**src/rtl/integ_pkg.sv**
```systemverilog
//------------------------------------------------------------------------------
// Module  : integ_pkg
// Purpose : Shared defaults, FSM state type and FIFO entry layout for the
//           integrator result capture stage.
// Rev     : 1.0 - initial release
//------------------------------------------------------------------------------
`default_nettype none

package integ_pkg;

    localparam int c_data_w     = 13;
    localparam int c_depth      = 4;
    localparam int c_win_cycles = 4;
    localparam int c_avg_shift  = 2;

    typedef enum logic [0:0] {
        IDLE  = 1'b0,
        ACCUM = 1'b1
    } integ_state_t;

    // One captured window: short flag above the sum.
    typedef struct packed {
        logic                short_win;
        logic [c_data_w-1:0] sum;
    } integ_entry_t;

    localparam int c_entry_w = $bits(integ_entry_t);

endpackage

`default_nettype wire

```
**src/rtl/integ_sync_fifo.sv**
```systemverilog
//------------------------------------------------------------------------------
// Module  : integ_sync_fifo
// Purpose : Synchronous FIFO, DEPTH x WIDTH, head read combinationally.
//           A push while full is accepted only when a pop happens on the
//           same edge.
// Ports   : clock, acc_rst2 (async, active-high)
//           push/push_data   - write request and data
//           pop              - read request (ignored when empty)
//           head_data        - entry at the read pointer
//           count/full/empty - occupancy status
// Rev     : 1.0 - initial release
//------------------------------------------------------------------------------
`default_nettype none

module integ_sync_fifo #(
    parameter int DEPTH = 4,              // power of two, >= 2
    parameter int WIDTH = 14
) (
    input  logic                     clock,
    input  logic                     acc_rst2,
    input  logic                     push,
    input  logic [WIDTH-1:0]         push_data,
    input  logic                     pop,
    output logic [WIDTH-1:0]         head_data,
    output logic [$clog2(DEPTH):0]   count,
    output logic                     full,
    output logic                     empty
);

    localparam int c_aw = $clog2(DEPTH);

    // Pointers carry one extra wrap bit so full and empty are distinguishable.
    logic [c_aw:0]      r_wr_ptr;
    logic [c_aw:0]      r_rd_ptr;
    logic [WIDTH-1:0]   r_mem [DEPTH];
    logic               w_do_push;
    logic               w_do_pop;

    assign empty     = (r_wr_ptr == r_rd_ptr);
    assign full      = (r_wr_ptr[c_aw] != r_rd_ptr[c_aw]) &&
                       (r_wr_ptr[c_aw-1:0] == r_rd_ptr[c_aw-1:0]);
    assign count     = r_wr_ptr - r_rd_ptr;
    assign head_data = r_mem[r_rd_ptr[c_aw-1:0]];

    assign w_do_pop  = pop && !empty;
    // When full, the slot being written is the head being popped this edge;
    // the head was already consumed combinationally, so reuse is safe.
    assign w_do_push = push && (!full || w_do_pop);

    always_ff @(posedge clock or posedge acc_rst2) begin
        if (acc_rst2) begin
            r_wr_ptr <= '0;
            r_rd_ptr <= '0;
        end else begin
            if (w_do_push) r_wr_ptr <= r_wr_ptr + 1'b1;
            if (w_do_pop)  r_rd_ptr <= r_rd_ptr + 1'b1;
        end
    end

    // Storage is not reset; readers gate the head with empty.
    always_ff @(posedge clock) begin
        if (w_do_push) r_mem[r_wr_ptr[c_aw-1:0]] <= push_data;
    end

endmodule

`default_nettype wire

```
**src/rtl/integ_result_fifo.sv**
```systemverilog
//------------------------------------------------------------------------------
// Module  : integ_result_fifo
// Purpose : Captures the integrator's final sum at the end of every acc_en
//           window, queues it, and offers {sum, average, short flag} to a
//           valid/ready consumer. Counts windows dropped on a full queue.
// Ports   : clock, acc_rst2 (async, active-high)
//           acc_en, y_in                  - integrator enable and running sum
//           out_valid/out_ready           - consumer handshake
//           out_sum/out_avg/out_short     - head entry, zero when empty
//           count/full                    - queue occupancy
//           ovf_cnt                       - dropped windows, saturating
// Rev     : 1.0 - initial release
//------------------------------------------------------------------------------
`default_nettype none

module integ_result_fifo
    import integ_pkg::*;
#(
    parameter int DATA_W     = c_data_w,      // must match the entry layout
    parameter int DEPTH      = c_depth,
    parameter int WIN_CYCLES = c_win_cycles,
    parameter int AVG_SHIFT  = c_avg_shift
) (
    input  logic                    clock,
    input  logic                    acc_rst2,
    input  logic                    acc_en,
    input  logic [DATA_W-1:0]       y_in,
    output logic                    out_valid,
    input  logic                    out_ready,
    output logic [DATA_W-1:0]       out_sum,
    output logic [DATA_W-1:0]       out_avg,
    output logic                    out_short,
    output logic [$clog2(DEPTH):0]  count,
    output logic                    full,
    output logic [3:0]              ovf_cnt
);

    localparam logic [2:0] c_win_nom = 3'(WIN_CYCLES);
    localparam logic [2:0] c_win_max = 3'd7;

    integ_state_t   r_state;
    integ_state_t   w_state_nxt;
    logic [2:0]     r_win_cnt;
    logic [2:0]     w_win_nxt;
    logic           w_capture;
    logic [3:0]     r_ovf_cnt;

    integ_entry_t   w_push_entry;
    integ_entry_t   w_head_entry;
    logic           w_empty;
    logic           w_full;
    logic           w_pop;

    // Window FSM: a capture happens on the first edge where acc_en drops.
    always_ff @(posedge clock or posedge acc_rst2) begin
        if (acc_rst2) begin
            r_state   <= IDLE;
            r_win_cnt <= 3'd0;
        end else begin
            r_state   <= w_state_nxt;
            r_win_cnt <= w_win_nxt;
        end
    end

    always_comb begin
        w_state_nxt = r_state;
        w_win_nxt   = r_win_cnt;
        w_capture   = 1'b0;
        case (r_state)
            IDLE: begin
                if (acc_en) begin
                    w_state_nxt = ACCUM;
                    w_win_nxt   = 3'd1;
                end
            end
            ACCUM: begin
                if (acc_en) begin
                    if (r_win_cnt != c_win_max) w_win_nxt = r_win_cnt + 3'd1;
                end else begin
                    w_capture   = 1'b1;
                    w_state_nxt = IDLE;
                    w_win_nxt   = 3'd0;
                end
            end
        endcase
    end

    assign w_push_entry.short_win = (r_win_cnt != c_win_nom);
    assign w_push_entry.sum       = y_in;
    assign w_pop                  = out_ready && !w_empty;

    integ_sync_fifo #(
        .DEPTH (DEPTH),
        .WIDTH (c_entry_w)
    ) u_fifo (
        .clock     (clock),
        .acc_rst2  (acc_rst2),
        .push      (w_capture),
        .push_data (w_push_entry),
        .pop       (w_pop),
        .head_data (w_head_entry),
        .count     (count),
        .full      (w_full),
        .empty     (w_empty)
    );

    // A capture is lost only when full and the consumer is not freeing a slot.
    always_ff @(posedge clock or posedge acc_rst2) begin
        if (acc_rst2) begin
            r_ovf_cnt <= 4'd0;
        end else if (w_capture && w_full && !w_pop && (r_ovf_cnt != 4'hF)) begin
            r_ovf_cnt <= r_ovf_cnt + 4'd1;
        end
    end

    assign out_valid = !w_empty;
    assign out_sum   = w_empty ? '0   : w_head_entry.sum;
    assign out_short = w_empty ? 1'b0 : w_head_entry.short_win;
    assign out_avg   = out_sum >> AVG_SHIFT;
    assign full      = w_full;
    assign ovf_cnt   = r_ovf_cnt;

endmodule

`default_nettype wire

```
**config.mk**
```make
export PLATFORM = sky130hd
export DESIGN_NAME = integ_result_fifo
export DESIGN_NICKNAME = d
export VERILOG_FILES = /design/src/rtl/integ_pkg.sv /design/src/rtl/integ_sync_fifo.sv /design/src/rtl/integ_result_fifo.sv
export SDC_FILE = /design/constraint.sdc
export NUM_CORES = 1
export LEC_CHECK = 0
export BUFFER_PORTS_ARGS = -buffer_cell sky130_fd_sc_hd__buf_2
export CORE_ASPECT_RATIO = 1.1
export CORE_MARGIN = 2
export CORE_UTILIZATION = 50
export DETAILED_ROUTE_END_ITERATION = 7
export GPL_TIMING_DRIVEN = 0
export HOLD_SLACK_MARGIN = 0.03
export PLACE_DENSITY = 0.75
export SETUP_SLACK_MARGIN = 0.2
export SYNTH_ARGS = -nofsm -noshare
export SYNTH_HDL_FRONTEND = slang
export SYNTH_SLANG_ARGS = --single-unit
```
**constraint.sdc**
```tcl
create_clock -name clock -period 2.2 [get_ports clock]
set_input_delay 0.22 -clock clock [delete_from_list [all_inputs] [get_ports clock]]
set_output_delay 0.22 -clock clock [all_outputs]
set_load 0.01 [all_outputs]
```
# Word-level counts from Yosys, hierarchy flattened
# Memories as Yosys holds them, arrays and structs flattened.
# Index checks and enable logic that the tools add are counted.
# totals
register_bits	14
ramBits	56
inputBits	17
output_inout_bits	36
wordCells	43
mem_count	1
# op_classes
addsub	5
n_eq_ne	8
mux	11
bitwise_logic	1
n_reduce_logical	12
# memory_table
memory	words	word_bits	rd	rd_ports_with_merged_regs	wr	line	text
u_fifo.r_mem	4	14	1	0	1	integ_sync_fifo.sv:35	logic [WIDTH-1:0] r_mem [DEPTH];
# op_table
operator	count
13-bit 2-to-1 mux	1
3-bit by 1-bit adder with 3-bit output (second input constant)	3
3-bit 2-to-1 mux	3
1-bit logical AND	7
1-bit 2-to-1 mux	6
3-bit != test (second input constant)	2
3-bit case mux with 2 select lines	1
4-bit by 1-bit adder with 4-bit output (second input constant)	1
4-bit != test (second input constant)	1
3-bit equality test	1
1-bit zero test	3
3-bit by 2-bit != test with 1-bit output (second input constant)	1
3-bit subtractor	1
2-bit equality test	1
2-bit != test (second input constant)	1
2-bit AND reduction	1
1-bit logical OR	1
1-bit != test	1
1-bit NOT	1

# Depth between registers and ports, before layout
# Gate-level depths: netlist of the first run.
# depth
depth_word	8
mapped_depth	8
mapped_depth_nobuf	6

# Modules after synthesis
# Synthesis of the first run repeated with hierarchy kept, for this count alone.
# hier_totals
cells_unflattened	195
area_unflattened_um2	3143.0
# by_module_without_submodules
mod	n_inst	cells_per_inst	area_per_inst_um2	seq_area_each_um2
integ_sync_fifo	1	120	2481.1	1831.8
integ_result_fifo	1	75	661.9	200.2

# Worst setup path before layout of the first run
# Ideal clock, no wire load.
# synth_path
kind	register -> register
startpoint	register u_fifo.r_rd_ptr[1]
endpoint	memory u_fifo.r_mem[0][0], enable pin
setup_time_ns	0.328
arrival_time_ns	2.035
required_ns	1.872
slack_ns	-0.163
path_stages_with_launch	8
path_buffers	2
synth_period_minus_slack_ns	2.363
path_cell_list	dfrtp_1 > clkbuf_1 > buf_2 > inv_1 > ha_1 > and3b_1 > a21boi_2 > and2_2
# synth_via
elab_chain_cells	8
word_cells_on_any_way	11
classes_between	eq/ne (2); mux (2); reduce/logical (7)
# synth_lines
item	line	text
start, declared	integ_sync_fifo.sv:34	logic [c_aw:0] r_rd_ptr;
start signal, assigned	integ_sync_fifo.sv:56	if (w_do_pop) r_rd_ptr <= r_rd_ptr + 1'b1;
3-bit equality test	integ_sync_fifo.sv:39	assign empty = (r_wr_ptr == r_rd_ptr);
1-bit zero test	integ_sync_fifo.sv:45, integ_result_fifo.sv:90	
1-bit logical AND	integ_result_fifo.sv:90	assign w_pop = out_ready && !w_empty;
1-bit logical AND	integ_sync_fifo.sv:45	assign w_do_pop = pop && !empty;
1-bit logical OR (*)	integ_sync_fifo.sv:48	assign w_do_push = push && (!full || w_do_pop);
1-bit logical AND (*)	integ_sync_fifo.sv:48	
1-bit 2-to-1 mux (*)	integ_sync_fifo.sv:62	if (w_do_push) r_mem[r_wr_ptr[c_aw-1:0]] <= push_data;
1-bit 2-to-1 mux (not written as such) (*)	integ_sync_fifo.sv:62	
end, declared	integ_sync_fifo.sv:35	
# Every way passes the cells marked *; elsewhere a longest branch is shown, timed or not.

# Worst setup path in the final report of the first run
# layout_path
startpoint	register u_fifo.r_rd_ptr[0]
endpoint	output port out_sum[11]
# layout_via
elab_chain_cells	2
word_cells_on_any_way	3
classes_between	eq/ne (1); mux (1); memory (1)
# layout_lines
item	line	text
memory read 4 x 14 bit / 3-bit equality test (equally long branches)	--	
13-bit 2-to-1 mux (*)	integ_result_fifo.sv:117	assign out_sum = w_empty ? '0 : w_head_entry.sum;
end, declared	integ_result_fifo.sv:30	output logic [DATA_W-1:0] out_sum,
# Marks and branches as above.

==> summary.md, run 1 <==
| Metric | Value |
|---|---|
| Number of core rows | `30` |
| Antenna Cells | `0` |
| Most frequent cell after synthesis | `edfxtp_1` |
| DIE WIDTH | `79.34 um` |
| Nets | `297` |
| CTS root buf | `clkbuf_8` |
| Buf/Inv on CP | `4` |
| Die area | `6892 um2` |
| Post-DP HPWL | `about 3.5 mm` |
| TritonCTS Buffers | `9` |
| Reg2reg start | `u_fifo.r_rd_ptr[1]$_DFFE_PP0P_` |
| Post-synth top cells | `56 x edfxtp_1, 14 x and2_1, 14 x dfrtp_1` |
| Die height | `86.87 um` |
| Adder-Cell Fraction of Synth Area | `slightly above 5%` |
| Max cap viols | `0` |
| Area contributors post-synth | `edfxtp_1 54%, dfrtp_1 11%, mux4_2 9.4%` |
| I/O pins | `53` |
| Grt ovf | `0` |
| Mux cell area share after synthesis | `11.50%` |
| Leakage | `around 0.0017 uW` |
| Yosys reg bits | `70` |
| PnR Total Power | `6830 uW` |
| CORE AREA | `6118 um2` |
| CP Data Arrival Time | `1.90 ns` |
| TritonCTS Sinks | `70` |
| TritonCTS clock tree | `yes` |
| Post-synth EDFFs | `56` |
| Clk buf depth | `2` |
| Flop2flop setup slack | `0.26 ns` |
| Outcome | `finished clean` |
| Final worst slack | `between 0.07 and 0.08 ns` |
| Hold Path End | `r_state$_DFF_PP0_` |
| RD Place Congestion | `0.6933` |
| Fmax | `0.4707 GHz` |
| Worst Reg-to-Reg Cells | `7` |
| Final setup fails | `0` |
| HP Start | `acc_en` |
| Initial Util | `51.02%` |
| Worst-skew pair later-pin latency | `0.34 ns` |
| Wire length of the first global-routing pass | `9.639 mm` |
| Wire per inst | `17.05 um` |
| Final min period | `2.125 ns` |
| Worst-path clk slew | `0.07 ns` |
| Compound-Gate Fraction of Synth Area | `1.403%` |
| Initial DRT Pass Iterations | `4` |
| CTS H-tree lvls | `3` |
| CP delay by family, top | `multiplexers` |
| Layout cells sized above 1 | `56.04%` |
| Final cycle utilization of the critical path | `96.58%` |
| GR Util All Layers | `19.53%` |
| Antenna violations before repair | `0` |
| Synth area leader | `edfxtp_1` |
| Fraction of registers with async set or reset after synthesis | `approximately 20%` |
| Detail Route Antenna Nets | `0` |
| Final Hold Fails | `0` |
| Distinct cells, synth | `37` |
| Hold depth | `1` |
| Mapped Area | `3122 um2` |
| CP max-delay cell | `mux4_2` |
| Syn_area_per_cell | `17.25 um2` |
| Placed cells | `312` |
| Final Slew Violations | `0` |
| Dpl ws | `-0.03102 ns` |
| Synth Instances | `181` |
| Maximum vdd drop | `0.9576 mV` |
| Crit path kind | `reg -> out` |
| DR vias/cell | `5.076` |
| Total wire length | `~6.0 mm` |
| Synth Warn # | `0` |
| Area delta synth->final | `34.95%` |
| PortBufs | `50` |
| Worst Tran Pin Value | `0.5651 ns` |
| Final non-filler cell total | `about 350` |
| Path type of the worst min-delay path | `in -> reg` |
| Total vias in the final route | `about 1800` |
| Largest net degree at the start of global routing | `15` |
| RR Endpoint | `u_fifo.r_mem[3][12]$_DFFE_PP_` |
| Req. time, crit path | `1.98 ns` |
| DRC | `0` |
| Cell Pwr Density | `~1600 nW/um2` |
| Post-synthesis sequential area ratio | `65.09%` |
| Vias in the first global route | `about 1800` |
| RSZ-0062 raised after global routing | `true` |
| Top FF cell, synth | `edfxtp_1` |
| Most used cell, CP | `buf_6` |
| Largest family of logic cells by synthesized area | `multiplexers` |
| Yosys top cell area share | `53.87%` |
| Worst Skew | `a little under 0.008 ns` |
| Startpoint Class | `register` |
| Worst Setup SP | `u_fifo.r_rd_ptr[0]$_DFFE_PP0P_` |
| Worst relative slew slack | `just over 60%` |
| CP endpoint kind | `output pin` |
| Setup TNS | `0 ns` |
| CP max FO | `5` |
| CP max stage delay | `0.51 ns` |
| Post-synthesis simple-gate area fraction | `a little over 8%` |
| CP cell instances | `buf_6 -> buf_12 -> mux4_2 -> and2_4 -> buf_6 -> buf_6` |
| XOR/XNOR Fraction of Synth Area | `roughly 3%` |
| 1st-iter DRT viols | `between 150 and 200` |
-- metal layers --
layer | track usage [%] | vias to the layer above | routed length (um)
li1 | - | 828 | -
met1 | 23.90 | 901 | 2384
met2 | 33.90 | 54 | 3281
met3 | 4.772 | 9 | 276
met4 | 7.053 | 0 | 78
met5 | 0 | - | 0
-- cell families after synthesis --
group           after synthesis
simple gates                 38
flops                        70
other cells                   1
mux                          17
buf+inv                      27
fa+ha+maj                    12
xor+xnor                     10
compound gates                6
-- power breakdown --
group	switching, uW	internal [uW]	leakage (uW)
clock	470	625	0.000103
combinational	1590	2390	0.000937
sequential	128	1630	0.000672
total	2190	4640	0.00171
-- metrics by stage --
stage	hold slack (ns)	cell area [um2]	util (%)
final	0.06017	4213	68.85
after global routing	0.05328	4213	68.85
after CTS	0.05295	4153	67.87
after detailed placement	0.2997	3517	57.48
after global placement	0.3014	3517	57.48
after floorplan	0.1092	3167	-
-- what timing repair did --
action,in CTS,in global routing
endpoints found under the hold margin,14,0
gates resized for setup,58,10
hold buffers,1,0
setup buffers,13,4
pin swaps,16,8
endpoints found under the setup margin,85,85
cloned,7,0
-- layout by cell type, fill, tap and decap left out, drive strengths merged, types with 2 or more instances in the layout --
master / count
buf: 86
edfxtp: 56
and2: 22
mux4: 14
dfrtp: 14
clkbuf: 11
ha: 11
inv: 9
nand2: 7
xnor2: 6
nand3: 4
xor2: 4
clkinv: 4
o21ai: 3
nor2: 3
mux2: 2
a21boi: 2
conb: 2
bufinv: 2
-- sequential cells by signal, indices dropped and copies added, names as in the netlist --
| signal | flops |
|---|---|
| u_fifo.r_rd_ptr | 3 |
| u_fifo.r_mem | 56 |
| ovf_cnt | 4 |
| r_state | 1 |
| r_win_cnt | 3 |
| u_fifo.r_wr_ptr | 3 |
-- worst max-delay path by stage --
stage / end / slack, ns / depth (start not counted)
6_report: out_sum[11] / 0.08 / 6
4_1_cts: out_sum[9] / 0.08 / 9
2_1_floorplan: u_fifo.r_mem[3][0]$_DFFE_PP_ / 0.22 / 7
3_5_place_dp: u_fifo.r_mem[3][12]$_DFFE_PP_ / -0.03 / 7
3_3_place_gp: u_fifo.r_mem[3][12]$_DFFE_PP_ / -0.004 / 7
5_1_grt: out_sum[10] / -0.003 / 9
-- cell type report --
class                   count  area, um2
plain buffers              18      215.2
repair buffers             70      575.6
clock buffers              10      127.6
inverters                   9      36.28
fillers                   404       1906
well taps                  80      100.1
clock inverters             6      76.32
flip-flops and latches     70       2032
multi-input cells          90       1050
Note: power is estimated with default switching activity, not from simulation.
==> run 2, diff against run 1 <==
--- a/config.mk
+++ b/config.mk
@@ -13,7 +13,6 @@
 export GPL_TIMING_DRIVEN = 0
 export HOLD_SLACK_MARGIN = 0.03
 export PLACE_DENSITY = 0.75
-export SETUP_SLACK_MARGIN = 0.2
 export SYNTH_ARGS = -nofsm -noshare
 export SYNTH_HDL_FRONTEND = slang
 export SYNTH_SLANG_ARGS = --single-unit
==> run 2 against run 1 <==
- clock power about the same
- highest routed layer unchanged
- largest power group unchanged
- critical endpoint is now out_sum[10]
- critical path depth unchanged
- power down 17%
- flip-flop and latch count unchanged
- combinational power down 29%
- cell count down 3.4%
==> summary.md, run 2 (same netlist as run 1, synthesis figures left out) <==
| Metric | Value |
|---|---|
| Grt ovf | `0` |
| Final setup fails | `0` |
| Total wire length | `5.075 mm` |
| Most frequent cells in the layout | `56 x edfxtp_1, 50 x buf_2, 22 x buf_4` |
| Die area | `6892 um2` |
| CP max FO | `5` |
| Maximum vdd drop | `1.019 mV` |
| Worst-skew pair later-pin latency | `0.34 ns` |
| Wire length of the first global-routing pass | `7.879 mm` |
| TritonCTS clock tree | `yes` |
| Max reg flops | `56` |
| Total vias in the final route | `1655` |
| I/O pins | `53` |
| CTS root buf | `clkbuf_8` |
| DRC | `0` |
| Detail Route Antenna Nets | `0` |
| Multi-input gate area | `between 900 and 1000 um2` |
| Area delta synth->final | `24.57%` |
| Setup TNS | `0 ns` |
| RD Place Congestion | `slightly below 0.7` |
| Crit path kind | `reg -> out` |
| Wire per inst | `approximately 15 um` |
| Cell Pwr Density | `1466 nW/um2` |
| Vias in the first global route | `1572` |
| Largest net degree at the start of global routing | `15` |
| Path type of the worst min-delay path | `in -> reg` |
| PnR Total Power | `5700 uW` |
| Startpoint Class | `register` |
| Worst-path clk slew | `around 0.080 ns` |
| WL met1 | `between 2 and 2.5 mm` |
| CORE AREA | `6118 um2` |
| Req. time, crit path | `around 2 ns` |
| Worst Tran Pin Value | `0.5505 ns` |
| Worst Skew | `0.009500 ns` |
| CP endpoint kind | `output pin` |
| Max cap viols | `0` |
| Final cycle utilization of the critical path | `about 96%` |
| CP Data Arrival Time | `1.90 ns` |
| Final Hold Fails | `0` |
| Fmax | `0.4711 GHz` |
| FILL cells | `433` |
| Nets | `285` |
| Final Slew Violations | `0` |
| Top Layer Used | `met4` |
| CTS H-tree lvls | `3` |
| Outcome | `finished clean` |
| DR WL met2 | `2.520 mm` |
| Initial Util | `roughly half` |
| Initial DRT Pass Iterations | `4` |
| TritonCTS Buffers | `9` |
| Die height | `86.87 um` |
| Clk buf depth | `2` |
| Worst relative slew slack | `63.26%` |
| Leakage | `0.001572 uW` |
| Register area | `a little over 2000 um2` |
| DR vias/cell | `4.853` |
| Met3 wire len | `199 um` |
| RSZ-0062 raised after global routing | `false` |
| Number of core rows | `30` |
| 1st-iter DRT viols | `around 120` |
| Layout cells sized above 1 | `49.43%` |
| Most common cell after layout, fill and taps aside | `edfxtp_1` |
| DIE WIDTH | `between 70 and 80 um` |
| TritonCTS Sinks | `70` |
| Final core utilization | `63.56%` |
| Post-DP HPWL | `3.082 mm` |
| Antenna Cells | `0` |
| Final min period | `2.123 ns` |
| Antenna violations before repair | `0` |
| GR Util All Layers | `between 15 and 20%` |
| PortBufs | `50` |
-- run 2: changes by cell type in the layout (fill, tap and decap cells not counted), sizes merged --
cell | previous run | this run
a21boi | 2 | 1
clkbuf | 11 | 10
buf | 86 | 77
and2 | 22 | 20
clkinvlp | 0 | 1
-- run 2: worst paths after layout --
check	start	end	slack (ns)	cells after the start
min	acc_en	r_state$_DFF_PP0_	0.07	1
min reg2reg	ovf_cnt[3]$_DFFE_PP0P_	ovf_cnt[3]$_DFFE_PP0P_	0.50	1
max reg2reg	u_fifo.r_rd_ptr[1]$_DFFE_PP0P_	u_fifo.r_mem[2][6]$_DFFE_PP_	0.08	7
max	u_fifo.r_rd_ptr[0]$_DFFE_PP0P_	out_sum[10]	0.08	6
min in group asynchronous	acc_rst2	u_fifo.r_rd_ptr[0]$_DFFE_PP0P_	0.47	3
max in group asynchronous	acc_rst2	ovf_cnt[2]$_DFFE_PP0P_	1.36	3
-- run 2: stage by stage --
| stage | instance area [um2] | hold slack (ns) | setup WS, ns | cells |
|---|---|---|---|---|
| 3_3_place_gp | 3483 | 0.2899 | -0.3243 | 312 |
| 3_5_place_dp | 3483 | 0.2930 | -0.3222 | 312 |
| 5_1_grt | 3889 | 0.06059 | 0.002374 | 341 |
| 6_report | 3889 | 0.06745 | 0.07711 | 341 |
| 2_1_floorplan | 3133 | 0.1092 | 0.02748 | 182 |
| 4_1_cts | 3822 | 0.05445 | 0.01946 | 337 |
-- run 2: what timing repair did --
| item | in CTS | in global routing |
|---|---|---|
| cloned | 1 | 2 |
| buffers inserted | 7 | 2 |
| setup endpoints to repair | 83 | 60 |
| gates resized for setup | 8 | 5 |
| pin swaps | 1 | 2 |
| hold buffers | 1 | 0 |
| hold endpoints to repair | 14 | 0 |
-- run 2: worst max-delay path, stage by stage (launching register included) --
cell	delay, ns
dfrtp_1	0.38
buf_6	0.14
clkbuf_16	0.15
mux4_2	0.48
and2_1	0.18
buf_4	0.12
buf_2	0.13
-- run 2: layer usage --
layer  GRT usage, %  vias to the layer above
li1               -                      802
met1          20.23                      804
met2          25.81                       43
met3          4.046                        6
met4          6.583                        0
met5              0                        -
-- run 2: cell type report --
type	count	area share (%)
Clock buffer	9	3.185
Clock inverter	7	2.542
Multi-Input combinational cell	87	25.13
Sequential cell	70	52.25
Tap cell	80	2.574
Inverter	9	0.8687
Timing Repair Buffer	61	9.073
Buffer	18	4.376
-- run 2: power by group --
part / switching [uW] / internal, uW
clock: 483 / 641
sequential: 114 / 1630
combinational: 1300 / 1530
